File: config.mk
export PLATFORM = sky130hd
export DESIGN_NAME = logic_op_arbiter_flat
export DESIGN_NICKNAME = d
export VERILOG_FILES = /design/src/rtl/logic_op_arbiter_if.sv /design/src/rtl/logic_op_arbiter.sv /design/src/flat_wrapper.sv
export SDC_FILE = /design/constraint.sdc
export NUM_CORES = 1
export LEC_CHECK = 0
export ABC_AREA = 1
export BUFFER_PORTS_ARGS = -buffer_cell sky130_fd_sc_hd__buf_2
export CAP_MARGIN = 10
export CORE_ASPECT_RATIO = 0.9
export CORE_UTILIZATION = 30
export DETAILED_ROUTE_END_ITERATION = 10
export PLACE_DENSITY_LB_ADDON = 0.3
export SYNTH_ARGS = -nofsm -noshare
export SYNTH_HDL_FRONTEND = slang
export SYNTH_SLANG_ARGS = --single-unit
File: constraint.sdc
create_clock -name clk -period 2.8 [get_ports clk]
set_clock_uncertainty 0.1 [all_clocks]
set_input_delay 0.28 -clock clk [delete_from_list [all_inputs] [get_ports clk]]
set_output_delay 0.28 -clock clk [all_outputs]
set_load 0.01 [all_outputs]
File: src/rtl/logic_op_arbiter_if.sv
// rtl/logic_op_arbiter_if.sv - request/response bus between requesters and logic_op_arbiter
// Purpose: groups the per-requester request lanes and the single tagged result channel.
// Ports (signals):
//   req_valid/req_ready  per-requester handshake, req_ready one-hot or zero
//   req_op/req_a/req_b   packed per-requester op (2 bits) and operands (WIDTH bits), slice i
//   resp_valid/resp_ready result handshake
//   resp_data/resp_id/resp_zero  result, owning requester, result-is-zero flag
// Modports: master = requester/consumer side, slave = arbiter side.
interface logic_op_arbiter_if #(
  parameter int NREQ  = 4,
  parameter int WIDTH = 8,
  parameter int IDW   = $clog2(NREQ)
);
  logic [NREQ-1:0]       req_valid;
  logic [NREQ-1:0]       req_ready;
  logic [2*NREQ-1:0]     req_op;
  logic [WIDTH*NREQ-1:0] req_a;
  logic [WIDTH*NREQ-1:0] req_b;
  logic                  resp_valid;
  logic                  resp_ready;
  logic [WIDTH-1:0]      resp_data;
  logic [IDW-1:0]        resp_id;
  logic                  resp_zero;

  modport master (
    output req_valid, req_op, req_a, req_b, resp_ready,
    input  req_ready, resp_valid, resp_data, resp_id, resp_zero
  );

  modport slave (
    input  req_valid, req_op, req_a, req_b, resp_ready,
    output req_ready, resp_valid, resp_data, resp_id, resp_zero
  );
endinterface

File: src/rtl/logic_op_arbiter.sv
// rtl/logic_op_arbiter.sv - round-robin arbiter sharing one bitwise logic unit among NREQ requesters
// Purpose: grants one requester per IDLE visit (rotating priority), executes AND/OR/XOR/NAND
//          on the latched operands for one cycle, then holds a tagged registered result.
// Ports:
//   clk, rst_n   clock (rising edge), asynchronous active-low reset
//   bus          logic_op_arbiter_if.slave request/response bus
//   busy         high whenever the sequencer is not idle
//   done_count   completed responses, wraps at 16 bits
module logic_op_arbiter #(
  parameter int NREQ  = 4,
  parameter int WIDTH = 8,
  parameter int IDW   = $clog2(NREQ)
) (
  input  logic                  clk,
  input  logic                  rst_n,
  logic_op_arbiter_if.slave     bus,
  output logic                  busy,
  output logic [15:0]           done_count
);

  typedef enum logic [1:0] {IDLE, EXEC, RESP} state_t;

  state_t           state;
  logic [IDW-1:0]   ptr;
  logic [IDW-1:0]   id_q;
  logic [1:0]       op_q;
  logic [WIDTH-1:0] a_q;
  logic [WIDTH-1:0] b_q;

  logic [IDW-1:0]   winner;
  logic             found;
  logic [WIDTH-1:0] result;

  logic [1:0]       op_arr [NREQ];
  logic [WIDTH-1:0] a_arr  [NREQ];
  logic [WIDTH-1:0] b_arr  [NREQ];

  always_comb begin
    for (int i = 0; i < NREQ; i++) begin
      op_arr[i] = bus.req_op[2*i +: 2];
      a_arr[i]  = bus.req_a[WIDTH*i +: WIDTH];
      b_arr[i]  = bus.req_b[WIDTH*i +: WIDTH];
    end
  end

  // Scan from the farthest candidate back to ptr so the nearest valid
  // requester (in rotating order) is the last one written and wins.
  always_comb begin
    int unsigned    idx;
    logic [IDW-1:0] cand;
    winner = '0;
    found  = 1'b0;
    idx    = 0;
    cand   = '0;
    for (int k = NREQ - 1; k >= 0; k--) begin
      idx = 32'(ptr) + 32'(k);
      if (idx >= NREQ) idx = idx - NREQ;
      cand = idx[IDW-1:0];
      if (bus.req_valid[cand]) begin
        winner = cand;
        found  = 1'b1;
      end
    end
  end

  // Grant is combinational so the requester sees it in the same IDLE cycle;
  // held low while reset is asserted so no transfer can be taken then.
  always_comb begin
    bus.req_ready = '0;
    if (rst_n && state == IDLE && found) bus.req_ready[winner] = 1'b1;
  end

  always_comb begin
    case (op_q)
      2'b00:   result = a_q & b_q;
      2'b01:   result = a_q | b_q;
      2'b10:   result = a_q ^ b_q;
      default: result = ~(a_q & b_q);
    endcase
  end

  always_ff @(posedge clk or negedge rst_n) begin
    if (!rst_n) begin
      state          <= IDLE;
      ptr            <= '0;
      id_q           <= '0;
      op_q           <= '0;
      a_q            <= '0;
      b_q            <= '0;
      bus.resp_valid <= 1'b0;
      bus.resp_data  <= '0;
      bus.resp_id    <= '0;
      bus.resp_zero  <= 1'b0;
      busy           <= 1'b0;
      done_count     <= '0;
    end else begin
      case (state)
        IDLE: begin
          // req_ready mirrors the winner's valid, so found implies a transfer.
          if (found) begin
            op_q  <= op_arr[winner];
            a_q   <= a_arr[winner];
            b_q   <= b_arr[winner];
            id_q  <= winner;
            ptr   <= (winner == IDW'(NREQ - 1)) ? '0 : winner + 1'b1;
            busy  <= 1'b1;
            state <= EXEC;
          end
        end
        EXEC: begin
          bus.resp_data  <= result;
          bus.resp_zero  <= (result == '0);
          bus.resp_id    <= id_q;
          bus.resp_valid <= 1'b1;
          state          <= RESP;
        end
        RESP: begin
          if (bus.resp_ready) begin
            bus.resp_valid <= 1'b0;
            done_count     <= done_count + 16'd1;
            busy           <= 1'b0;
            state          <= IDLE;
          end
        end
        default: begin
          state <= IDLE;
          busy  <= 1'b0;
        end
      endcase
    end
  end

endmodule

File: src/flat_wrapper.sv
// flat-port wrapper written by rule: the top's interface ports become plain ports
module logic_op_arbiter_flat 
#(
  parameter int NREQ  = 4,
  parameter int WIDTH = 8,
  parameter int IDW   = $clog2(NREQ)
)
  (clk, rst_n, busy, done_count, bus_req_valid, bus_req_op, bus_req_a, bus_req_b, bus_resp_ready, bus_req_ready, bus_resp_valid, bus_resp_data, bus_resp_id, bus_resp_zero);
  logic_op_arbiter_if #(.NREQ(NREQ), .WIDTH(WIDTH), .IDW(IDW)) bus_i ();
  input  logic clk;
  input  logic rst_n;
  output logic busy;
  output logic [15:0] done_count;
  input wire logic [$bits(bus_i.req_valid)-1:0] bus_req_valid;
  input wire logic [$bits(bus_i.req_op)-1:0] bus_req_op;
  input wire logic [$bits(bus_i.req_a)-1:0] bus_req_a;
  input wire logic [$bits(bus_i.req_b)-1:0] bus_req_b;
  input wire logic [$bits(bus_i.resp_ready)-1:0] bus_resp_ready;
  output wire logic [$bits(bus_i.req_ready)-1:0] bus_req_ready;
  output wire logic [$bits(bus_i.resp_valid)-1:0] bus_resp_valid;
  output wire logic [$bits(bus_i.resp_data)-1:0] bus_resp_data;
  output wire logic [$bits(bus_i.resp_id)-1:0] bus_resp_id;
  output wire logic [$bits(bus_i.resp_zero)-1:0] bus_resp_zero;
  assign bus_i.req_valid = bus_req_valid;
  assign bus_i.req_op = bus_req_op;
  assign bus_i.req_a = bus_req_a;
  assign bus_i.req_b = bus_req_b;
  assign bus_i.resp_ready = bus_resp_ready;
  assign bus_req_ready = bus_i.req_ready;
  assign bus_resp_valid = bus_i.resp_valid;
  assign bus_resp_data = bus_i.resp_data;
  assign bus_resp_id = bus_i.resp_id;
  assign bus_resp_zero = bus_i.resp_zero;
  logic_op_arbiter #(.NREQ(NREQ), .WIDTH(WIDTH), .IDW(IDW)) u_core (.clk(clk), .rst_n(rst_n), .bus(bus_i), .busy(busy), .done_count(done_count));
endmodule
==> results of run 1 <==
-- critical path, stage by stage, from the launching register on --
cell and delay, ns:
dfrtp_1 0.45, inv_2 0.17, nand2_1 0.07, nand2_1 0.09
nand2_1 0.10, nand2_1 0.12, nor2_1 0.06, nor2_1 0.11
nand2_2 0.20, nand2_8 0.20, inv_2 0.05, nor3_1 0.17
buf_2 0.16
-- power groups by stage --
stage / Sequential [mW] / Clock [mW] / Combinational (mW)
after floorplan: 1.33 / 0 / 2.42
after global placement: 1.33 / 0 / 2.99
after detailed placement: 1.33 / 0 / 3.06
after CTS: 1.32 / 0.714 / 3.07
after global routing: 1.37 / 0.750 / 3.60
final: 1.32 / 0.698 / 3.09
-- synth_stat cells, drive strengths merged (2+ instances only) --
cell	number
a211oi	2
nor3	8
nand2	150
xor2	8
xnor2	6
nand3	62
or2	13
nand4	3
inv	88
buf	13
o21ai	19
dfrtp	53
o211ai	13
clkbuf	3
nor2	24
a21oi	7
ha	17
-- per-stage QoR --
| step | instances | hold WS [ns] | utilization (%) |
|---|---|---|---|
| 6_report | 758 | 0.0896 | 38.4 |
| 5_1_grt | 758 | 0.134 | 38.4 |
| 2_1_floorplan | 494 | -0.116 | - |
| 3_5_place_dp | 750 | 0.362 | 36.7 |
| 3_3_place_gp | 750 | 0.355 | 36.7 |
| 4_1_cts | 758 | 0.108 | 38.2 |
-- path summary, 6_finish.rpt --
check,startpoint,endpoint,slack [ns]
min in group clk,bus_resp_ready,u_core.state[1],0.15
worst max-delay path,u_core.ptr[0],bus_req_ready[0],0.21
max in group asynchronous,rst_n,u_core.b_q[6],2.08
worst min-delay path,rst_n,u_core.bus.resp_id[0],0.09
worst min register to register,u_core.done_count[15],u_core.done_count[15],0.38
worst max register to register,u_core.ptr[0],u_core.b_q[2],0.49
-- placed cells by master, fill, tap and decap left out, drive strengths merged --
master    instances
a211oi            2
a21oi             7
a221oi            1
a31oi             1
buf             116
bufinv            1
clkbuf            5
clkinv            1
clkinvlp          2
dfrtp            53
ha               17
inv              87
nand2           150
nand3            62
nand4             3
nor2             24
nor3              8
nor4              1
o2111ai           1
o211ai           13
o21ai            19
o21bai            1
or2              13
xnor2             6
xor2              8
-- state kept, by name, indices dropped and copies added, names as in the netlist, 2 cells and up --
signal                flops
u_core.done_count        16
u_core.a_q                8
u_core.b_q                8
u_core.bus.resp_data      8
u_core.bus.resp_id        2
u_core.id_q               2
u_core.op_q               2
u_core.ptr                2
u_core.state              2
-- per-layer routing --
metal | track usage (%) | routed length (microns)
met1 | 19.5 | 4140
met2 | 23.9 | 3660
met3 | 2.55 | 470
met4 | 2.11 | 35
met5 | 0 | 0
-- layout make-up --
type | count | area [sq um]
Multi-Input combinational cell | 337 | 1760
Sequential cell | 53 | 1330
Clock inverter | 3 | 46.3
Tap cell | 156 | 195
Inverter | 88 | 334
Fill cell | 1223 | 7040
Timing Repair Buffer | 116 | 606
Clock buffer | 5 | 125
-- cell families after synthesis --
group | count (synthesis) | share of synthesized area [%]
xor+xnor | 14 | 3.49
simple gates | 261 | 32.3
compound gates | 45 | 7.80
buf+inv | 104 | 12.6
flops | 53 | 37.8
fa+ha+maj | 17 | 6.06
==> flow_summary_export.csv, run 1 <==
group,metric,value,unit
routing,drt_first_pass_iters,4,
power_and_ir_drop,power,5.11,mW
synthesis,synth_edf_count,0,
clock_network,htreeDepth,2,
synthesis,synth_fp_nets,590,
sta,fmax,386,MHz
power_and_ir_drop,p_leak,2.51,nW
job,maxCapViolCount,0,
power_and_ir_drop,power_density,1160,nW/um^2
global_route,grt_usage,14.3,%
finish,nets,697,
clock_network,cts_made_buffers,5,
worst_setup_path,end_kind,"output pin",
placed_design,place_area,4200,sq um
placed_design,dp_hpwl,6.52,mm
sta,max_slew_margin,55.3,%
sta,worstMarginPinSlew,0.671,ns
clock_network,ctsResizeCount,0,
synthesis,yosysTopAreaCell,"dfrtp_1",
finish,final_area,4390,sq um
floorplanning,core_area,11400,sq um
power_and_ir_drop,p_int,2.62,mW
sta,setup_slack,0.208,ns
routing,ant_nets,0,
placed_design,place.gp.congestion,0.762,
sta,period_share,92.6,%
sta,final-setup-viol-count,0,
sta,hold_viol,0,
clock_network,cts_buffer_depth,2,
clock_network,root_buffer,"clkbuf_16",
worst_setup_path,critPathRequiredTime,2.42,ns
floorplanning,initial_core_util,30.7,%
sta,finalCriticalPeriod,2.59,ns
sta,final.setup.tns,0,ns
global_route,grt_pass1_vias,3259,
routing,vias,3337,
synthesis,ys_types,31,
floorplanning,dieHeight,105,microns
power_and_ir_drop,ir_drop,0.558,mV
synthesis,ys_seq_area_share,37.8,%
routing,drt_iter0_drc,154,
synthesis,yosys_warnings,0,
floorplanning,ios,112,
clock_network,hold_buffers,0,
floorplanning,die_x,116,microns
routing,vias_per_cell,4.40,
synthesis,synth_seq_cells,53,
power_and_ir_drop,swShare,48.8,%
finish,diodes,0,
routing,drcViolationCount,0,
worst_setup_path,worstPathMaxFanout,18,
clock_network,cts_tree,"built",
global_route,grt_pass1_wl,14.2,mm
min_path,worstHoldPathType,"in2async",
synthesis,synth.area.top_cells,"dfrtp_1 38%, nand2_1 16%, inv_1 9.1%",
finish,drive_gt1_share,22.8,%
clock_network,cts_setup_buffers,0,
worst_setup_path,crit_type,"reg2out",
clock_network,clock_latency,0.28,ns
synthesis,syn-mean-instance-area,7.11,sq um
worst_setup_path,start_kind,"register",
power_and_ir_drop,seqPwrFrac,25.9,%
power_and_ir_drop,p_sw,2.49,mW
worst_setup_path,worstRegToRegCells,12,
run_status,outcome,"complete, no violations",
power_and_ir_drop,power.share.clock,13.7,%
finish,syn_to_final_growth,25.0,%
floorplanning,dieArea,12100,sq um
synthesis,syn_area,3510,sq um
global_route,antenna_found_initial,0,
worst_setup_path,crit_arrival,2.21,ns
synthesis,netlist.area_leader.share,37.8,%
global_route,grt_overflow_total,0,
placed_design,preCtsSetupSlack,0.371,ns
routing,wirelength,8.30,mm
clock_network,clkTransAtPathRegs,0.07,ns
clock_network,cts.sinks,53,
routing,routedWlPerCell,11.0,microns
synthesis,async_reset_ff_share,100,%
floorplanning,fp-row-count,37,
sta,drv_slew,0,
synthesis,synth_ff_type,"dfrtp_1",
placed_design,placement.io_buffers,111,
global_route,grt_max_degree,54,
power_and_ir_drop,comb_power_share,60.4,%
sta,rsz0062_at_grt,"false",
synthesis,postSynthCellCount,494,
Power figures use the tool's default switching activity.
==> inputs of run 2 (changes only) <==
- clock period: 2.8 -> 3.26 ns (I/O delays scaled with it)
==> run 2 against run 1 <==
Effect of this change: wire length fell by 1.3%; design area fell by 1.3%; flip-flop and latch count did not move; critical path type unchanged.
==> flow_summary_export.csv, run 2 (synthesized netlist as in run 1, its figures left out) <==
group,metric,value,unit
routing,drcViolationCount,0,
floorplanning,fp-row-count,37,
global_route,grt_usage,14.5,%
worst_setup_path,critPathRequiredTime,2.83,ns
power_and_ir_drop,comb_power_share,60.2,%
power_and_ir_drop,ir_drop,0.468,mV
floorplanning,core_area,11400,sq um
routing,vias_per_cell,4.43,
sta,period_share,87.8,%
sta,holdWs,0.111,ns
power_and_ir_drop,power.share.clock,12.7,%
floorplanning,ios,112,
sta,max_slew_margin,56.2,%
finish,drive_gt1_share,22.5,%
clock_network,clock_latency,0.29,ns
run_status,outcome,"complete, no violations",
routing,routedWlPerCell,10.8,microns
floorplanning,initial_core_util,30.7,%
worst_setup_path,crit_arrival,2.43,ns
clock_network,cts.sinks,53,
sta,worstMarginPinSlew,0.655,ns
power_and_ir_drop,seqPwrFrac,27.0,%
sta,drv_slew,0,
power_and_ir_drop,power_density,971,nW/um^2
floorplanning,die_x,116,microns
clock_network,hold_buffers,0,
finish,syn_to_final_growth,23.4,%
routing,drt_first_pass_iters,5,
routing,drt_iter0_drc,225,
global_route,grt_max_degree,54,
routing,vias,3355,
finish,final_common_cell,"nand2_1",
finish,diodes,0,
power_and_ir_drop,swShare,50.0,%
placed_design,preCtsSetupSlack,0.689,ns
placed_design,place.gp.congestion,0.778,
finish,largest_reg_flops,16,
min_path,worstHoldPathType,"in2async",
sta,setup_slack,0.399,ns
global_route,antenna_found_initial,0,
clock_network,cts_tree,"built",
clock_network,clkTransAtPathRegs,0.07,ns
worst_setup_path,cpPeakStageDelay,0.51,ns
worst_setup_path,end_kind,"output pin",
worst_setup_path,start_kind,"register",
clock_network,root_buffer,"clkbuf_16",
placed_design,placement.io_buffers,111,
clock_network,cts_buffer_depth,2,
global_route,grt_pass1_wl,14.3,mm
worst_setup_path,startpoint,"u_core.ptr[0]",
worst_setup_path,cpMaxStageDelayCell,"a31oi_1",
worst_setup_path,crit_type,"reg2out",
sta,final.setup.tns,0,ns
worst_setup_path,cp_cell_sequence,"inv_2 -> nand2_1 -> nand2_1 -> nor2_2 -> o21ai_1 -> a31oi_1 -> inv_2 -> nor3_1 -> buf_2",
worst_setup_path,critPathBufInv,3,
sta,rsz0062_at_grt,"false",
sta,finalCriticalPeriod,2.86,ns
worst_setup_path,worstPathMaxFanout,10,
finish,mostFrequentLayoutCells,"146 x nand2_1, 111 x buf_2, 85 x inv_1, 62 x nand3_1, 53 x dfrtp_1",
floorplanning,dieArea,12100,sq um
power_and_ir_drop,p_leak,2.50,nW
clock_network,cts_setup_buffers,0,
power_and_ir_drop,p_int,2.10,mW
worst_setup_path,crit_family,"compound AO/OA/AOI/OAI gates",
global_route,grt_overflow_total,0,
clock_network,ctsResizeCount,0,
finish,nets,696,
placed_design,dp_hpwl,6.48,mm
finish,regMostFlops,"u_core.done_count",
clock_network,cts_made_buffers,5,
routing,ant_nets,0,
routing,wirelength,8.19,mm
clock_network,htreeDepth,2,
sta,fmax,350,MHz
power_and_ir_drop,p_sw,2.10,mW
sta,final-setup-viol-count,0,
floorplanning,dieHeight,105,microns
global_route,grt_pass1_vias,3239,
sta,hold_viol,0,
worst_setup_path,r2r-start,"u_core.ptr[0]",
job,maxCapViolCount,0,
run 2: per-layer routing:
layer / track usage [%] / up-vias / part of all wire [%]
met4: 4.21 / 0 / 2.0
met3: 2.96 / 15 / 5.4
met5: 0 / - / 0
met1: 20.2 / 1473 / 50
li1: - / 1765 / -
met2: 22.3 / 102 / 43
run 2: cell type report:
class	instances	area, sq um
tap	156	195
clock buffer	5	125
clock inverter	3	26.3
timing repair buffer	115	586
fill	1235	7100
sequential	53	1330
multi-input combinational	337	1740
inverter	88	330
run 2: final timing paths:
path                                         end  slack (ns)  cells after the start
max                             bus_req_ready[1]        0.40                      9
min                         u_core.done_count[8]        0.11                      2
max reg2reg                        u_core.b_q[4]        0.69                     13
min reg2reg                u_core.done_count[15]        0.38                      1
max in group asynchronous          u_core.a_q[2]        2.52                      2
min in group clk                 u_core.state[1]        0.19                      2
run 2: power by group through the flow:
stage | combinational (mW) | sequential [mW] | clock [mW]
floorplan | 2.08 | 1.15 | 0
finish | 2.53 | 1.14 | 0.536
CTS | 2.56 | 1.14 | 0.556
global route | 2.96 | 1.19 | 0.586
detailed placement | 2.55 | 1.15 | 0
global placement | 2.49 | 1.14 | 0
run 2: metrics by stage:
stage                     total power, mW  utilization, %  instance area (sq um)  instances
after detailed placement             3.70            36.6                   4180        749
after global routing                 4.73            37.9                   4330        757
final                                4.21            37.9                   4330        757
after floorplan                      3.22               -                   3510        494
after global placement               3.62            36.6                   4180        749
after CTS                            4.26            37.9                   4330        757
run 2: worst register-to-register path, delay by kind of cell, from the launching register on:
kind / cells / cell delay (ns)
AOI/OAI and AO/OA: 1 / 0.11
buffers and inverters: 3 / 0.66
DFF: 1 / 0.45
and+or+nand+nor: 9 / 1.12
